`src/rtl/mem_access_ctrl.sv`:
```
// mem_access_ctrl: sequences LC-3 MAR/MDR accesses onto an async SRAM with CE/OE/WE strobes and WAIT_STATES access cycles.
// Clk/Reset: clock and sync active-high reset. MEM_REQ/R_W/MAR/MDR: request, direction, address and write data from the CPU.
// Data_to_CPU/R: read data and one-cycle ready pulse. SRAM_*: address, strobes and split DQ pad signals.
// Switches/HEX_out: memory-mapped I/O word, active only when MEM_MMIO_EN is defined; otherwise HEX_out is 0.
module mem_access_ctrl #(
  parameter int          WAIT_STATES = 2,
  parameter int          ADDR_W      = 20,
  parameter logic [15:0] IO_ADDR     = 16'hFFFF
) (
  input  logic              Clk,
  input  logic              Reset,
  input  logic              MEM_REQ,
  input  logic              R_W,
  input  logic [15:0]       MAR,
  input  logic [15:0]       MDR,
  output logic [15:0]       Data_to_CPU,
  output logic              R,
  output logic [ADDR_W-1:0] SRAM_ADDR,
  output logic              SRAM_CE_N,
  output logic              SRAM_OE_N,
  output logic              SRAM_WE_N,
  output logic [15:0]       SRAM_DQ_out,
  output logic              SRAM_DQ_oe,
  input  logic [15:0]       SRAM_DQ_in,
  input  logic [15:0]       Switches,
  output logic [15:0]       HEX_out
);
  typedef enum logic [2:0] {IDLE, SETUP, ACCESS, DONE, RELEASE} state_t;
  localparam int CW = WAIT_STATES > 1 ? $clog2(WAIT_STATES) : 1;
  state_t        state_q;
  logic [CW-1:0] cnt_q;
  logic          rw_q;
`ifndef MEM_MMIO_EN
  logic unused_sw;
  assign unused_sw = ^{Switches, IO_ADDR};
  assign HEX_out = 16'h0000;
`endif
  always_ff @(posedge Clk) begin
    if (Reset) begin
      state_q     <= IDLE;
      cnt_q       <= '0;
      rw_q        <= 1'b0;
      Data_to_CPU <= 16'h0000;
      R           <= 1'b0;
      SRAM_ADDR   <= '0;
      SRAM_CE_N   <= 1'b1;
      SRAM_OE_N   <= 1'b1;
      SRAM_WE_N   <= 1'b1;
      SRAM_DQ_out <= 16'h0000;
      SRAM_DQ_oe  <= 1'b0;
`ifdef MEM_MMIO_EN
      HEX_out     <= 16'h0000;
`endif
    end else begin
      case (state_q)
        IDLE: if (MEM_REQ) begin
          rw_q        <= R_W;
          SRAM_ADDR   <= ADDR_W'(MAR);
          SRAM_DQ_out <= MDR;
`ifdef MEM_MMIO_EN
          if (MAR == IO_ADDR) begin
            state_q <= DONE;
            R       <= 1'b1;
            if (R_W) HEX_out <= MDR;
            else Data_to_CPU <= Switches;
          end else
`endif
          begin
            state_q    <= SETUP;
            SRAM_CE_N  <= 1'b0;
            SRAM_OE_N  <= R_W;
            SRAM_DQ_oe <= R_W;
          end
        end
        SETUP: begin
          state_q   <= ACCESS;
          cnt_q     <= CW'(WAIT_STATES - 1);
          SRAM_WE_N <= ~rw_q;
        end
        ACCESS: if (cnt_q == '0) begin
          state_q   <= DONE;
          R         <= 1'b1;
          SRAM_CE_N <= 1'b1;
          SRAM_OE_N <= 1'b1;
          SRAM_WE_N <= 1'b1;
          if (!rw_q) Data_to_CPU <= SRAM_DQ_in;
        end else cnt_q <= cnt_q - 1'b1;
        DONE: begin
          state_q    <= RELEASE;
          R          <= 1'b0;
          SRAM_DQ_oe <= 1'b0;
        end
        RELEASE: if (!MEM_REQ) state_q <= IDLE;
        default: state_q <= IDLE;
      endcase
    end
  end
endmodule

```
`config.mk`:
```
export PLATFORM = sky130hd
export DESIGN_NAME = mem_access_ctrl
export DESIGN_NICKNAME = d
export VERILOG_FILES = /design/src/rtl/mem_access_ctrl.sv
export SDC_FILE = /design/constraint.sdc
export NUM_CORES = 1
export LEC_CHECK = 0
export ABC_AREA = 0
export CORE_ASPECT_RATIO = 0.9
export CORE_MARGIN = 2
export CORE_UTILIZATION = 30
export CTS_CLUSTER_SIZE = 25
export DETAILED_ROUTE_END_ITERATION = 8
export DONT_BUFFER_PORTS = 1
export PLACE_DENSITY_LB_ADDON = 0.25
export SETUP_SLACK_MARGIN = 0.1
export SLEW_MARGIN = 40
export SYNTH_ARGS = -nofsm -noshare
export SYNTH_HDL_FRONTEND = slang
export SYNTH_SLANG_ARGS = --single-unit
```
`constraint.sdc`:
```
create_clock -name Clk -period 1.95 [get_ports Clk]
set_clock_uncertainty 0.2 [all_clocks]
set_input_delay 0.195 -clock Clk [delete_from_list [all_inputs] [get_ports Clk]]
set_output_delay 0.195 -clock Clk [all_outputs]
set_load 0.02 [all_outputs]
```
# Word-level counts from Yosys, hierarchy flattened
# Cells that the tools add are included.
# word_totals
reg_bits	58
latchBits	0
ramBits	0
romBits	0
in_bits	68
output_inout_bits	73
mem_count	0
# op_classes
addsub	1
n_mul	0
div_mod_pow	0
order_cmp	0
eq_ne	7
shifts	0
mux	14
n_bitwise	2
reduce_logical	12
# ops
op	count
$pmux 3 s5	1
$pmux 1 s2	6
$mux 3	3
$reduce_and 3->1	3
$reduce_and 2->1	4
$reduce_bool 2->1	4
$eq 3x2->1 const B	2
$ne 2x2->1 const B	3
$mux 1	4
$eq 3x1->1 const B	1
$eq 3x3->1 const B	1
$logic_not 3->1	1
$not 1->1	2
$sub 1x1->1 const B	1

# Logic depth before layout (Yosys ltp)
# depth
ltp_word	3
ltp_mapped	6
mapped_depth_nobuf	3

# Least setup slack after synthesis
# OpenSTA, ideal clock, no wires.
# synth_timing
path_type	register to register
from	reg state_q[1]
to	reg SRAM_DQ_out[0]
arrival_time_ps	1304
required_ps	1618
setup_slack_ps	314
stages_incl_launch_ff	7
n_path_buf	3
cell_sequence	dfxtp_1 buf_6 or4b_1 buf_6 buf_6 nand2_1 a21oi_1
# synth_between
elab_chain_cells	2
# synth_rtl
item	line_no	source
start, declared	30	state_t state_q;
start signal, assigned	40	state_q <= IDLE;
start signal, assigned	69	state_q <= SETUP;
start signal, assigned	76	state_q <= ACCESS;
$logic_not 3->1	55	case (state_q)
$reduce_and 2->1 (no line)	n/a	
end signal, assigned	49	SRAM_DQ_out <= 16'h0000;
end signal, assigned	59	SRAM_DQ_out <= MDR;
end, declared	22	output logic [15:0] SRAM_DQ_out,
# Every way passes these cells.
# A chain may end at the register's enable or synchronous reset.

# Worst setup path after layout
# layout_timing
from	reg state_q[1]
to	reg state_q[0]
# layout_between
elab_chain_cells	3
word_cells_on_any_way	10
classes_between	7 x eq/ne; 1 x mux; 2 x reduce/logical
# layout_rtl
item	line_no
$eq 3x3->1 (tied with other cells)	55
$ne 2x2->1 (no line)	n/a
$reduce_and 3->1 (no line)	n/a
# Parallel ways exist; a longest one is shown, timed or not.

==> flow_summary.html <==
<table>
<tr><th>Metric</th><th>Value</th></tr>
<tr><th colspan="2">Run status</th></tr>
<tr><td>Result of the run</td><td>finished, final reports clean</td></tr>
<tr><th colspan="2">Setup path</th></tr>
<tr><td>Worst Setup End Kind</td><td>flop</td></tr>
<tr><td>Worst path required time</td><td>2020 ps</td></tr>
<tr><td>Worst EP arrival</td><td>1850 ps</td></tr>
<tr><td>Category of the critical setup timing path</td><td>flop to flop</td></tr>
<tr><td>Worst setup path start</td><td>state_q[1]$_SDFFE_PP0P_</td></tr>
<tr><td>Maximum fanout encountered on the critical timing path</td><td>7</td></tr>
<tr><td>Launching point of the worst reg2reg path</td><td>state_q[1]$_SDFFE_PP0P_</td></tr>
<tr><td>Nature of the critical path startpoint</td><td>flop</td></tr>
<tr><th colspan="2">Placed design</th></tr>
<tr><td>Total placed cells including tap cells</td><td>366</td></tr>
<tr><td>RePlAce Congestion</td><td>0.708</td></tr>
<tr><td>Detailed placement HPWL</td><td>3380 um</td></tr>
<tr><td>Number of buffers inserted by port buffering</td><td>0</td></tr>
<tr><th colspan="2">Power and ir drop</th></tr>
<tr><td>Power consumption</td><td>0.00317 W</td></tr>
<tr><td>Power density over cell area</td><td>996 nW/um2</td></tr>
<tr><td>Worst IR drop on VDD</td><td>0.000413 V</td></tr>
<tr><td>Static leakage</td><td>1.23 nW</td></tr>
<tr><th colspan="2">Yosys</th></tr>
<tr><td>Dominant cells by area after synthesis</td><td>dfxtp_1 (48%), nand2_1 (11%), nand2b_1 (8.7%)</td></tr>
<tr><td>Unique cell type count in the Yosys netlist</td><td>26</td></tr>
<tr><td>Cell accounting for the most synthesized area</td><td>dfxtp_1</td></tr>
<tr><td>Share of synthesized area spent on multiplexers</td><td>0.0698</td></tr>
<tr><td>Simple-gate share of the synthesized area</td><td>0.239</td></tr>
<tr><td>Top cell types by occurrence after synthesis</td><td>nand2_1 (69), dfxtp_1 (58), a21oi_1 (37)</td></tr>
<tr><td>Compound-gate portion of the synthesized area</td><td>0.0959</td></tr>
<tr><td>Most used flip-flop cell after synthesis</td><td>dfxtp_1</td></tr>
<tr><td>Fraction of the yosys area taken by sequential cells</td><td>0.476</td></tr>
<tr><td>Number of flops mapped to enable cells by yosys</td><td>0</td></tr>
<tr><td>Proportion of synthesized flip-flops having asynchronous set or reset</td><td>0</td></tr>
<tr><td>Post-Synthesis Cell Area</td><td>2440 um2</td></tr>
<tr><td>Number of warning messages in the yosys log</td><td>0</td></tr>
<tr><td>Combinational family with the most area after synthesis</td><td>simple AND/OR/NAND/NOR gates</td></tr>
<tr><td>Area share of xor/xnor cells in the synthesized design</td><td>0.00359</td></tr>
<tr><td>Post-synthesis area per instance</td><td>8.77 um2</td></tr>
<tr><td>Fraction of post-synthesis cell area in the top cell type by area</td><td>0.476</td></tr>
<tr><td>Syn Inst Count</td><td>278</td></tr>
<tr><td>Leading cell type by number of instances after synthesis</td><td>nand2_1</td></tr>
<tr><td>Adder and majority gate portion of the synthesized area</td><td>0</td></tr>
<tr><td>Flip-flop and latch count after synthesis</td><td>58</td></tr>
<tr><th colspan="2">GRT</th></tr>
<tr><td>Via count of the first global-routing pass</td><td>1853</td></tr>
<tr><td>GRT overflow</td><td>0</td></tr>
<tr><td>Met2 Usage GRT</td><td>0.220</td></tr>
<tr><td>Maximum number of pins on one net before global-route repair</td><td>75</td></tr>
<tr><td>Routing layer with the top usage in global route</td><td>met2</td></tr>
<tr><td>Fraction of met3 tracks used by global routing</td><td>0.0579</td></tr>
<tr><td>Overall global routing resource usage</td><td>0.129</td></tr>
<tr><td>Fraction of met1 tracks used by global routing</td><td>0.134</td></tr>
<tr><td>Wire length of the first global-routing pass</td><td>8870 um</td></tr>
<tr><td>Initial antenna violation count</td><td>0</td></tr>
<tr><th colspan="2">Hold path</th></tr>
<tr><td>Hold Path Class</td><td>input pin to flop</td></tr>
<tr><td>Hold path startpoint</td><td>MEM_REQ</td></tr>
<tr><th colspan="2">Drt</th></tr>
<tr><td>Starting DRC count in detailed routing</td><td>48</td></tr>
<tr><td>Routed wire length</td><td>5620 um</td></tr>
<tr><td>Vias after detailed routing</td><td>1893</td></tr>
<tr><td>DRC viols</td><td>0</td></tr>
<tr><td>First-pass detailed-route iteration total</td><td>4</td></tr>
<tr><td>Routed vias/inst</td><td>4.36</td></tr>
<tr><td>Detail-routed net length per standard cell</td><td>12.9 um</td></tr>
<tr><td>Count of nets left with antenna violations after detail routing</td><td>0</td></tr>
<tr><th colspan="2">CTS</th></tr>
<tr><td>Insertion delay of the later-clocked pin in the worst-skew pair</td><td>330 ps</td></tr>
<tr><td>Maximum level of the CTS H-tree</td><td>3</td></tr>
<tr><td>Clock tree from TritonCTS</td><td>built</td></tr>
<tr><td>TritonCTS Sinks</td><td>58</td></tr>
<tr><td>CTS clock-pin slew for the worst setup and hold paths</td><td>60 ps</td></tr>
<tr><td>Buffer depth of the longest clock path</td><td>2</td></tr>
<tr><td>CTS Buf Count</td><td>9</td></tr>
<tr><td>CTS root buffer</td><td>clkbuf_8</td></tr>
<tr><th colspan="2">Timing</th></tr>
<tr><td>Fin. max-slew vios</td><td>0</td></tr>
<tr><td>Final worst hold slack</td><td>195 ps</td></tr>
<tr><td>Final hold violation count</td><td>0</td></tr>
<tr><td>Time the final worst path needs with I/O delays and setup</td><td>1780 ps</td></tr>
<tr><td>RSZ-0062 raised after global routing</td><td>false</td></tr>
<tr><td>Peak Freq</td><td>562 MHz</td></tr>
<tr><td>Crit share post-route</td><td>0.912</td></tr>
<tr><td>Sum of negative setup slack</td><td>0 ps</td></tr>
<tr><td>Final setup vio count</td><td>0</td></tr>
<tr><th colspan="2">Run</th></tr>
<tr><td>Max-cap violations</td><td>0</td></tr>
<tr><th colspan="2">Floorplan</th></tr>
<tr><td>Die H</td><td>89.5 um</td></tr>
<tr><td>Chip width</td><td>99.0 um</td></tr>
<tr><td>I/O pins</td><td>141</td></tr>
<tr><td>Core region area</td><td>7950 um2</td></tr>
<tr><td>Number of standard-cell rows in the floorplan</td><td>31</td></tr>
<tr><td>Starting Density</td><td>0.307</td></tr>
<tr><td>Die Outline Area</td><td>8870 um2</td></tr>
<tr><th colspan="2">Cells and area</th></tr>
<tr><td>Proportion of layout cells with a drive suffix above 1</td><td>0.0836</td></tr>
<tr><td>Utilization of the core after routing</td><td>0.400</td></tr>
<tr><td>Final Instance Count excl. Fillers</td><td>434</td></tr>
<tr><td>Antenna Diode Count</td><td>0</td></tr>
<tr><td>Final Net Count</td><td>400</td></tr>
<tr><td>Syn-to-layout area delta</td><td>30.4%</td></tr>
</table>
[cell usage in the layout (no fill, tap or decap), drive strengths merged]
master,n
a211o,1
a31oi,1
xnor2,1
nor2,5
or4b,1
nor4bb,1
bufinv,1
nor4b,1
mux2i,17
a21oi,37
conb,20
clkinv,2
a211oi,2
nor4,1
nor3,1
a221oi,1
o21ai,2
dfxtp,58
clkbuf,11
dlygate4sd3,52
and3,1
buf,11
nor2b,1
nand2b,35
nand2,69
inv,2
[kinds of logic (layout without fill, tap and decap cells)]
logic type	count (synthesis)	after routing
AOI/OAI and AO/OA	44	44
xor gates and xnor gates	1	1
other	1	20
DFF	58	58
muxes	17	17
buffers and inverters	41	79
and+or+nand+nor	116	116
[routing by layer]
metal | vias to the layer above | share of wire
met1 | 851 | 0.40
met3 | 7 | 0.087
met4 | 0 | 0.020
met5 | - | 0
li1 | 964 | -
met2 | 71 | 0.50
[registers in the layout (all words and copies together), names as in the netlist]
signal and cells:
SRAM_DQ_oe 1, state_q 3, SRAM_ADDR 16, cnt_q 1
SRAM_DQ_out 16, SRAM_WE_N 1, SRAM_CE_N 1, rw_q 1
R 1, SRAM_OE_N 1, Data_to_CPU 16
[through the flow]
stage	setup slack, ps	instance area (um2)
after floorplan	314	2510
after global placement	339	2430
after detailed placement	288	2430
after CTS	159	3170
after global routing	106	3180
final	172	3180
[path summary, 6_finish.rpt]
path / cells past startpoint / slack, ps / to
worst max-delay path: 5 / 170 / state_q[0]$_SDFFE_PP0P_
worst max register to register: 5 / 170 / state_q[0]$_SDFFE_PP0P_
worst min register to register: 2 / 300 / cnt_q$_SDFFE_PP0P_
worst min-delay path: 4 / 190 / SRAM_CE_N$_SDFFE_PP1P_
[layout make-up]
type                            instances  area (um2)
Multi-Input combinational cell        198        1070
Tap cell                               99         124
Sequential cell                        58        1160
Clock inverter                          3        40.0
Timing Repair Buffer                   63         627
Fill cell                             804        4770
Clock buffer                           11         151
Inverter                                2        7.51
[repair_timing]
item,4_1_cts,5_1_grt
buffers inserted,0,1
hold buffers,53,0
endpoints found under the setup margin,0,1
resized for setup,0,1
endpoints found under the hold margin,58,0
[power breakdown]
part | switching (W) | total (W) | internal, W
Clock | 0.000450 | 0.00109 | 0.000641
Combinational | 0.000299 | 0.000555 | 0.000256
Sequential | 0.000213 | 0.00152 | 0.00131
[critical path: stages (launching register included)]
cell and delay (ps):
dfxtp_1 340, buf_6 140, nand2b_2 90, a211o_1 330, nor2_1 80, dlygate4sd3_1 550
No activity file was read; power rests on OpenSTA's default activity.
